**src/rtl/key_switch_conditioner_pkg.sv**
```systemverilog
// Shared constants for the board input conditioning stage.
// Channel counts, default debounce interval and key idle level.
package silicon_shell_pkg;
  localparam int KEY_COUNT = 2;
  localparam int SW_COUNT  = 4;
  localparam int DEBOUNCE_50MHZ_20MS = 1_000_000;
  localparam logic KEY_RELEASED = 1'b1;
  localparam logic SW_OFF = 1'b0;
endpackage

```
**src/rtl/key_switch_conditioner_if.sv**
```systemverilog
// Raw and conditioned pushbutton/switch bundle.
// master drives raw levels, slave returns conditioned ones.
interface key_switch_conditioner_if;
  import silicon_shell_pkg::*;
  logic [KEY_COUNT-1:0] key_raw;
  logic [SW_COUNT-1:0]  sw_raw;
  logic [KEY_COUNT-1:0] key_db;
  logic [SW_COUNT-1:0]  sw_db;
  logic [KEY_COUNT-1:0] key_press;
  logic [KEY_COUNT-1:0] key_release;
  logic                 sw_changed;

  modport master (
    output key_raw, sw_raw,
    input  key_db, sw_db, key_press,
    input  key_release, sw_changed
  );

  modport slave (
    input  key_raw, sw_raw,
    output key_db, sw_db, key_press,
    output key_release, sw_changed
  );
endinterface

```
**src/rtl/key_switch_conditioner_debounce.sv**
```systemverilog
// One input channel: synchroniser, stability counter,
// debounced level and registered edge pulses.
module debounce_bit #(
  parameter int   DEBOUNCE_CYCLES = 1_000_000,
  parameter int   SYNC_STAGES     = 2,
  parameter logic RESET_LEVEL     = 1'b0
) (
  input  logic clock,
  input  logic reset_n,
  input  logic raw,
  output logic db,
  output logic rise,
  output logic fall
);
  localparam int CW = $clog2(DEBOUNCE_CYCLES + 1);
  localparam logic [CW-1:0] LAST = CW'(DEBOUNCE_CYCLES - 1);

  logic [SYNC_STAGES-1:0] sync_q;
  logic          sync;
  logic          db_q, db_d;
  logic          prev_q;
  logic          rise_q, fall_q;
  logic [CW-1:0] cnt_q, cnt_d;

  assign sync = sync_q[SYNC_STAGES-1];

  // Any return to agreement clears the count, so bounces restart it.
  always_comb begin
    db_d  = db_q;
    cnt_d = '0;
    if (sync != db_q) begin
      if (cnt_q == LAST) db_d = sync;
      else cnt_d = cnt_q + CW'(1);
    end
  end

  always_ff @(posedge clock or negedge reset_n) begin
    if (!reset_n) begin
      sync_q <= {SYNC_STAGES{RESET_LEVEL}};
      db_q   <= RESET_LEVEL;
      prev_q <= RESET_LEVEL;
      cnt_q  <= '0;
      rise_q <= 1'b0;
      fall_q <= 1'b0;
    end else begin
      sync_q <= {sync_q[SYNC_STAGES-2:0], raw};
      db_q   <= db_d;
      cnt_q  <= cnt_d;
      prev_q <= db_q;
      rise_q <= db_q & ~prev_q;
      fall_q <= ~db_q & prev_q;
    end
  end

  assign db   = db_q;
  assign rise = rise_q;
  assign fall = fall_q;
endmodule

```
**src/rtl/key_switch_conditioner.sv**
```systemverilog
// Debounces board keys and switches into clean levels
// plus press/release/change pulses for the UI block.
module key_switch_conditioner
  import silicon_shell_pkg::*;
#(
  parameter int DEBOUNCE_CYCLES = DEBOUNCE_50MHZ_20MS,
  parameter int SYNC_STAGES     = 2
) (
  input logic clock,
  input logic reset_n,
  key_switch_conditioner_if.slave bus
);
  logic [KEY_COUNT-1:0] key_db, key_rise, key_fall;
  logic [SW_COUNT-1:0]  sw_db, sw_rise, sw_fall;

  for (genvar i = 0; i < KEY_COUNT; i++) begin : g_key
    debounce_bit #(
      .DEBOUNCE_CYCLES(DEBOUNCE_CYCLES),
      .SYNC_STAGES    (SYNC_STAGES),
      .RESET_LEVEL    (KEY_RELEASED)
    ) u_db (
      .clock  (clock),
      .reset_n(reset_n),
      .raw    (bus.key_raw[i]),
      .db     (key_db[i]),
      .rise   (key_rise[i]),
      .fall   (key_fall[i])
    );
  end

  for (genvar i = 0; i < SW_COUNT; i++) begin : g_sw
    debounce_bit #(
      .DEBOUNCE_CYCLES(DEBOUNCE_CYCLES),
      .SYNC_STAGES    (SYNC_STAGES),
      .RESET_LEVEL    (SW_OFF)
    ) u_db (
      .clock  (clock),
      .reset_n(reset_n),
      .raw    (bus.sw_raw[i]),
      .db     (sw_db[i]),
      .rise   (sw_rise[i]),
      .fall   (sw_fall[i])
    );
  end

  // Keys are active-low, so a falling level is a press.
  assign bus.key_db      = key_db;
  assign bus.key_press   = key_fall;
  assign bus.key_release = key_rise;
  assign bus.sw_db       = sw_db;
  assign bus.sw_changed  = |(sw_rise | sw_fall);
endmodule

```
**src/flat_wrapper.sv**
```systemverilog
// flat-port wrapper written by rule: the top's interface ports become plain ports
module key_switch_conditioner_flat import silicon_shell_pkg::*;
#(
  parameter int DEBOUNCE_CYCLES = DEBOUNCE_50MHZ_20MS,
  parameter int SYNC_STAGES     = 2
)
  (clock, reset_n, bus_key_raw, bus_sw_raw, bus_key_db, bus_sw_db, bus_key_press, bus_key_release, bus_sw_changed);
  key_switch_conditioner_if bus_i ();
  input logic clock;
  input logic reset_n;
  input wire logic [$bits(bus_i.key_raw)-1:0] bus_key_raw;
  input wire logic [$bits(bus_i.sw_raw)-1:0] bus_sw_raw;
  output wire logic [$bits(bus_i.key_db)-1:0] bus_key_db;
  output wire logic [$bits(bus_i.sw_db)-1:0] bus_sw_db;
  output wire logic [$bits(bus_i.key_press)-1:0] bus_key_press;
  output wire logic [$bits(bus_i.key_release)-1:0] bus_key_release;
  output wire logic [$bits(bus_i.sw_changed)-1:0] bus_sw_changed;
  assign bus_i.key_raw = bus_key_raw;
  assign bus_i.sw_raw = bus_sw_raw;
  assign bus_key_db = bus_i.key_db;
  assign bus_sw_db = bus_i.sw_db;
  assign bus_key_press = bus_i.key_press;
  assign bus_key_release = bus_i.key_release;
  assign bus_sw_changed = bus_i.sw_changed;
  key_switch_conditioner #(.DEBOUNCE_CYCLES(DEBOUNCE_CYCLES), .SYNC_STAGES(SYNC_STAGES)) u_core (.clock(clock), .reset_n(reset_n), .bus(bus_i));
endmodule
```
**config.mk**
```make
export PLATFORM = sky130hd
export DESIGN_NAME = key_switch_conditioner_flat
export DESIGN_NICKNAME = d
export VERILOG_FILES = /design/src/rtl/key_switch_conditioner_pkg.sv /design/src/rtl/key_switch_conditioner_if.sv /design/src/rtl/key_switch_conditioner_debounce.sv /design/src/rtl/key_switch_conditioner.sv /design/src/flat_wrapper.sv
export SDC_FILE = /design/constraint.sdc
export NUM_CORES = 1
export LEC_CHECK = 0
export ABC_AREA = 1
export CORE_MARGIN = 5
export CORE_UTILIZATION = 62
export CTS_CLUSTER_SIZE = 28
export DETAILED_ROUTE_END_ITERATION = 8
export PLACE_DENSITY = 0.83
export SETUP_SLACK_MARGIN = 0.5
export SLEW_MARGIN = 5
export SYNTH_ARGS = -nofsm -noshare
export SYNTH_HDL_FRONTEND = slang
export SYNTH_SLANG_ARGS = --single-unit
```
**constraint.sdc**
```tcl
create_clock -name clock -period 2.95 [get_ports clock]
set_clock_uncertainty 0.05 [all_clocks]
set_input_delay 0.7375 -clock clock [delete_from_list [all_inputs] [get_ports clock]]
set_output_delay 0.7375 -clock clock [all_outputs]
set_load 0.01 [all_outputs]
```
==> reports/metrics.csv <==
stage,metric,value,unit
floorplan,I/O pins,19,
flow_run,Max Cap Violations,0,
cts,H-tree Lvls,4,
timing,Final Cycle Share,80.2,%
power,Clock Power Share,52.2,%
power,combinational power share,2.8,%
synthesis,largest cells by area after synthesis,"dfrtp_1, nor2_1, nand2_1",
layout,Final Util,71.4,%
timing,Fin. Hold Viols,0,
power,total power,4870,uW
route,initial DRC count,582,
synthesis,Yosys warning total,0,
timing,normalized max-slew margin,60.1,%
worst_setup_path,"delay-heaviest family, CP",flip-flops,
global_routing,initial antenna violation count,0,
timing,Slew @ Worst Pin,0.596,ns
floorplan,core area,0.0125,mm^2
worst_setup_path,critical path class,reg -> out,
cts,CTS tree,yes,
layout,# nets final,1023,
timing,Final Setup Violations,0,
synthesis,Mapped Area,0.00788,mm^2
synthesis,complex-gate fraction of the synthesized area,2.06,%
floorplan,DIE WIDTH,123,um
power,sw frac,20.5,%
route,mean routed wirelength per cell,13.4,um
place,Post-DP HPWL,11300,um
worst_setup_path,Startpoint Class,flop,
floorplan,Initial Utilization,62.9,%
synthesis,commonest cells in the netlist,"nor2_1, nand2_1, dfrtp_1",
synthesis,cells after synthesis,981,
worst_setup_path,Worst EP required,2.16,ns
cts,TritonCTS Buffers,17,
synthesis,"Seq/Total Area, Yosys",49.7,%
cts,Clock Sinks,156,
synthesis,Post-synth EDFFs,0,
hold_path,worst min-delay path class,in -> async,
timing,Final Max Tran Viols,0,
route,DR vias/cell,5.27,
timing,Hold WS,0.204,ns
synthesis,leading area contributor after synthesis,dfrtp_1,
global_routing,vias in the first global route,6106,
synthesis,most numerous cell in the Yosys netlist,nor2_1,
power,P_sw,997,uW
floorplan,die height,123,um
power,Pleak,0.00386,uW
place,# port buffers,18,
route,routed wire length,16000,um
synthesis,mux share of post-synthesis cell area,0,%
timing,RSZ-0062 raised after global routing,false,
global_routing,global route overflow,0,
route,Remaining DRCs,0,
synthesis,Syn Nets,995,
worst_setup_path,CP bufs+invs,1,
route,Vias,6297,
floorplan,row count,41,
synthesis,largest family of logic cells by synthesized area,simple AND/OR/NAND/NOR gates,
synthesis,ys async rst share,100,%
cts,clk slew on worst S/H paths,0.06,ns
cts,worst skew pair latency,0.43,ns
synthesis,synthesized area per cell,8.03,um^2
place,GP Congestion,0.926,
synthesis,Adder-Cell Fraction of Synth Area,0.953,%
worst_setup_path,crit-path max cell delay,0.60,ns
timing,Final min period,2.37,ns
layout,diode count,0,
worst_setup_path,CP Capture Type,output port,
synthesis,number of synthesized register bits,156,
cts,clock root cell,clkbuf_16,
synthesis,synth unique cells,33,
outcome,outcome,"finished, final reports clean",
power,Int Pwr,3880,uW
route,Final ANT Viol Nets,0,
power,Flop pwr share,45.0,%
timing,Setup TNS,0,ns
power,PwrDens,546,mW/mm^2
power,maximum vdd ir drop,0.476,mV
route,Pre-antenna DRT Iters,5,
worst_setup_path,crit path cell chain,clkdlybuf4s50_1,
global_routing,largest net degree at the start of global routing,55,
floorplan,die area,0.0151,mm^2
timing,fmax,422,MHz
global_routing,global-route wire length before repair,27800,um
worst_setup_path,Critical Path Fanout Max,5,
layout,FILL cells,982,
cts,maximum clock path buffer count,2,
layout,P&R area growth vs syn,13.4,%
synthesis,Post-Synth XOR/XNOR Area,7.62,%
cts,hold_buf cts,0,
global_routing,total global-route track usage,23.4,%
synthesis,top cell type's share of synthesized area,47.0,%
worst_setup_path,"slowest stage cell, crit path",dfstp_2,
worst_setup_path,Critical Path AT,1.58,ns
synthesis,Post-Synth Simple-Gate Area,33.9,%
layout,layout cells sized above 1,9.00,%
synthesis,ys flop type,dfrtp_1,
-- cells by family after synthesis --
family / Yosys count
AO/OA/AOI/OAI: 31
XOR/XNOR: 66
adder cells (fa/ha/maj): 6
buffers and inverters: 111
flip-flops: 156
AND/OR/NAND/NOR: 611
-- metal layers --
| metal | share of wire, % | track usage [%] | wire, um | up-vias |
|---|---|---|---|---|
| met1 | 45 | 31.0 | 7190 | 2983 |
| met5 | 0 | 0 | 0 | - |
| met3 | 4.6 | 5.39 | 734 | 29 |
| met2 | 49 | 37.9 | 7830 | 153 |
| met4 | 1.8 | 8.19 | 290 | 0 |
| li1 | - | - | - | 3132 |
-- cells in the final DEF, fill, tap and decap left out, types with 6 or more instances in the layout --
cell type / instances
dfstp_2: 8
a21oi_1: 15
nor3_1: 15
inv_1: 94
nand4_1: 14
bufinv_16: 6
o21ai_0: 11
nand3_2: 7
clkdlybuf4s50_1: 16
nor2_2: 14
nor2_1: 272
xor2_1: 47
ha_1: 6
nand3_1: 98
nand2_1: 163
nand2_2: 10
xnor2_1: 16
clkbuf_16: 17
dfrtp_1: 148
-- power groups by stage --
| stage | combinational, uW | sequential [uW] | clock [uW] |
|---|---|---|---|
| 2_1_floorplan | 66.5 | 2230 | 0 |
| 3_3_place_gp | 137 | 2230 | 0 |
| 3_5_place_dp | 142 | 2230 | 0 |
| 4_1_cts | 143 | 2190 | 2580 |
| 5_1_grt | 162 | 2190 | 2680 |
| 6_report | 138 | 2190 | 2540 |
-- state kept, by name, indices dropped and copies added, names as in the netlist, 4 cells and up --
signal and count:
u_core.g_key.u_db.cnt_q 40, u_core.g_key.u_db.sync_q 4, u_core.g_sw.u_db.rise 4, u_core.g_sw.u_db.db 4, u_core.g_sw.u_db.prev_q 4, u_core.g_sw.u_db.sync_q 8, u_core.g_sw.u_db.fall 4, u_core.g_sw.u_db.cnt_q 80
-- metrics by stage --
stage               std cells  instance area (um^2)  worst slack, ns
floorplan                 981                  7880             1.45
global placement         1162                  8230            0.873
detailed placement       1162                  8230            0.859
CTS                      1194                  8930            0.560
global route             1194                  8930            0.521
finish                   1194                  8930            0.583
-- path summary, 6_finish.rpt --
| path | start | end | slack (ns) | depth (start not counted) |
|---|---|---|---|---|
| setup / recovery | u_core.g_key[0].u_db.db | bus_key_db[0] | 0.58 | 1 |
| hold reg to reg | u_core.g_key[1].u_db.sync_q[0] | u_core.g_key[1].u_db.sync_q[1] | 0.31 | 0 |
| min in group clock | u_core.g_key[1].u_db.sync_q[0] | u_core.g_key[1].u_db.sync_q[1] | 0.31 | 0 |
| hold / removal | reset_n | u_core.g_sw[2].u_db.cnt_q[9] | 0.20 | 1 |
| max in group asynchronous | reset_n | u_core.g_key[1].u_db.prev_q | 1.95 | 2 |
| setup reg to reg | u_core.g_key[0].u_db.cnt_q[0] | u_core.g_key[0].u_db.cnt_q[13] | 1.28 | 8 |
-- final cells by class --
class / count / area (um^2) / share of cell area [%]
Clock inverter: 12 / 233 / 2.61
Tap cell: 172 / 215 / 2.41
Timing Repair Buffer: 22 / 223 / 2.49
Clock buffer: 20 / 467 / 5.23
Multi-Input combinational cell: 714 / 3510 / 39.3
Inverter: 98 / 368 / 4.12
Sequential cell: 156 / 3910 / 43.8
-- repair_timing --
item,4_1_cts,5_1_grt
buffers inserted,0,0
gates resized for setup,2,0
setup endpoints to repair,1,0
Note: power is estimated with default switching activity, not from simulation.
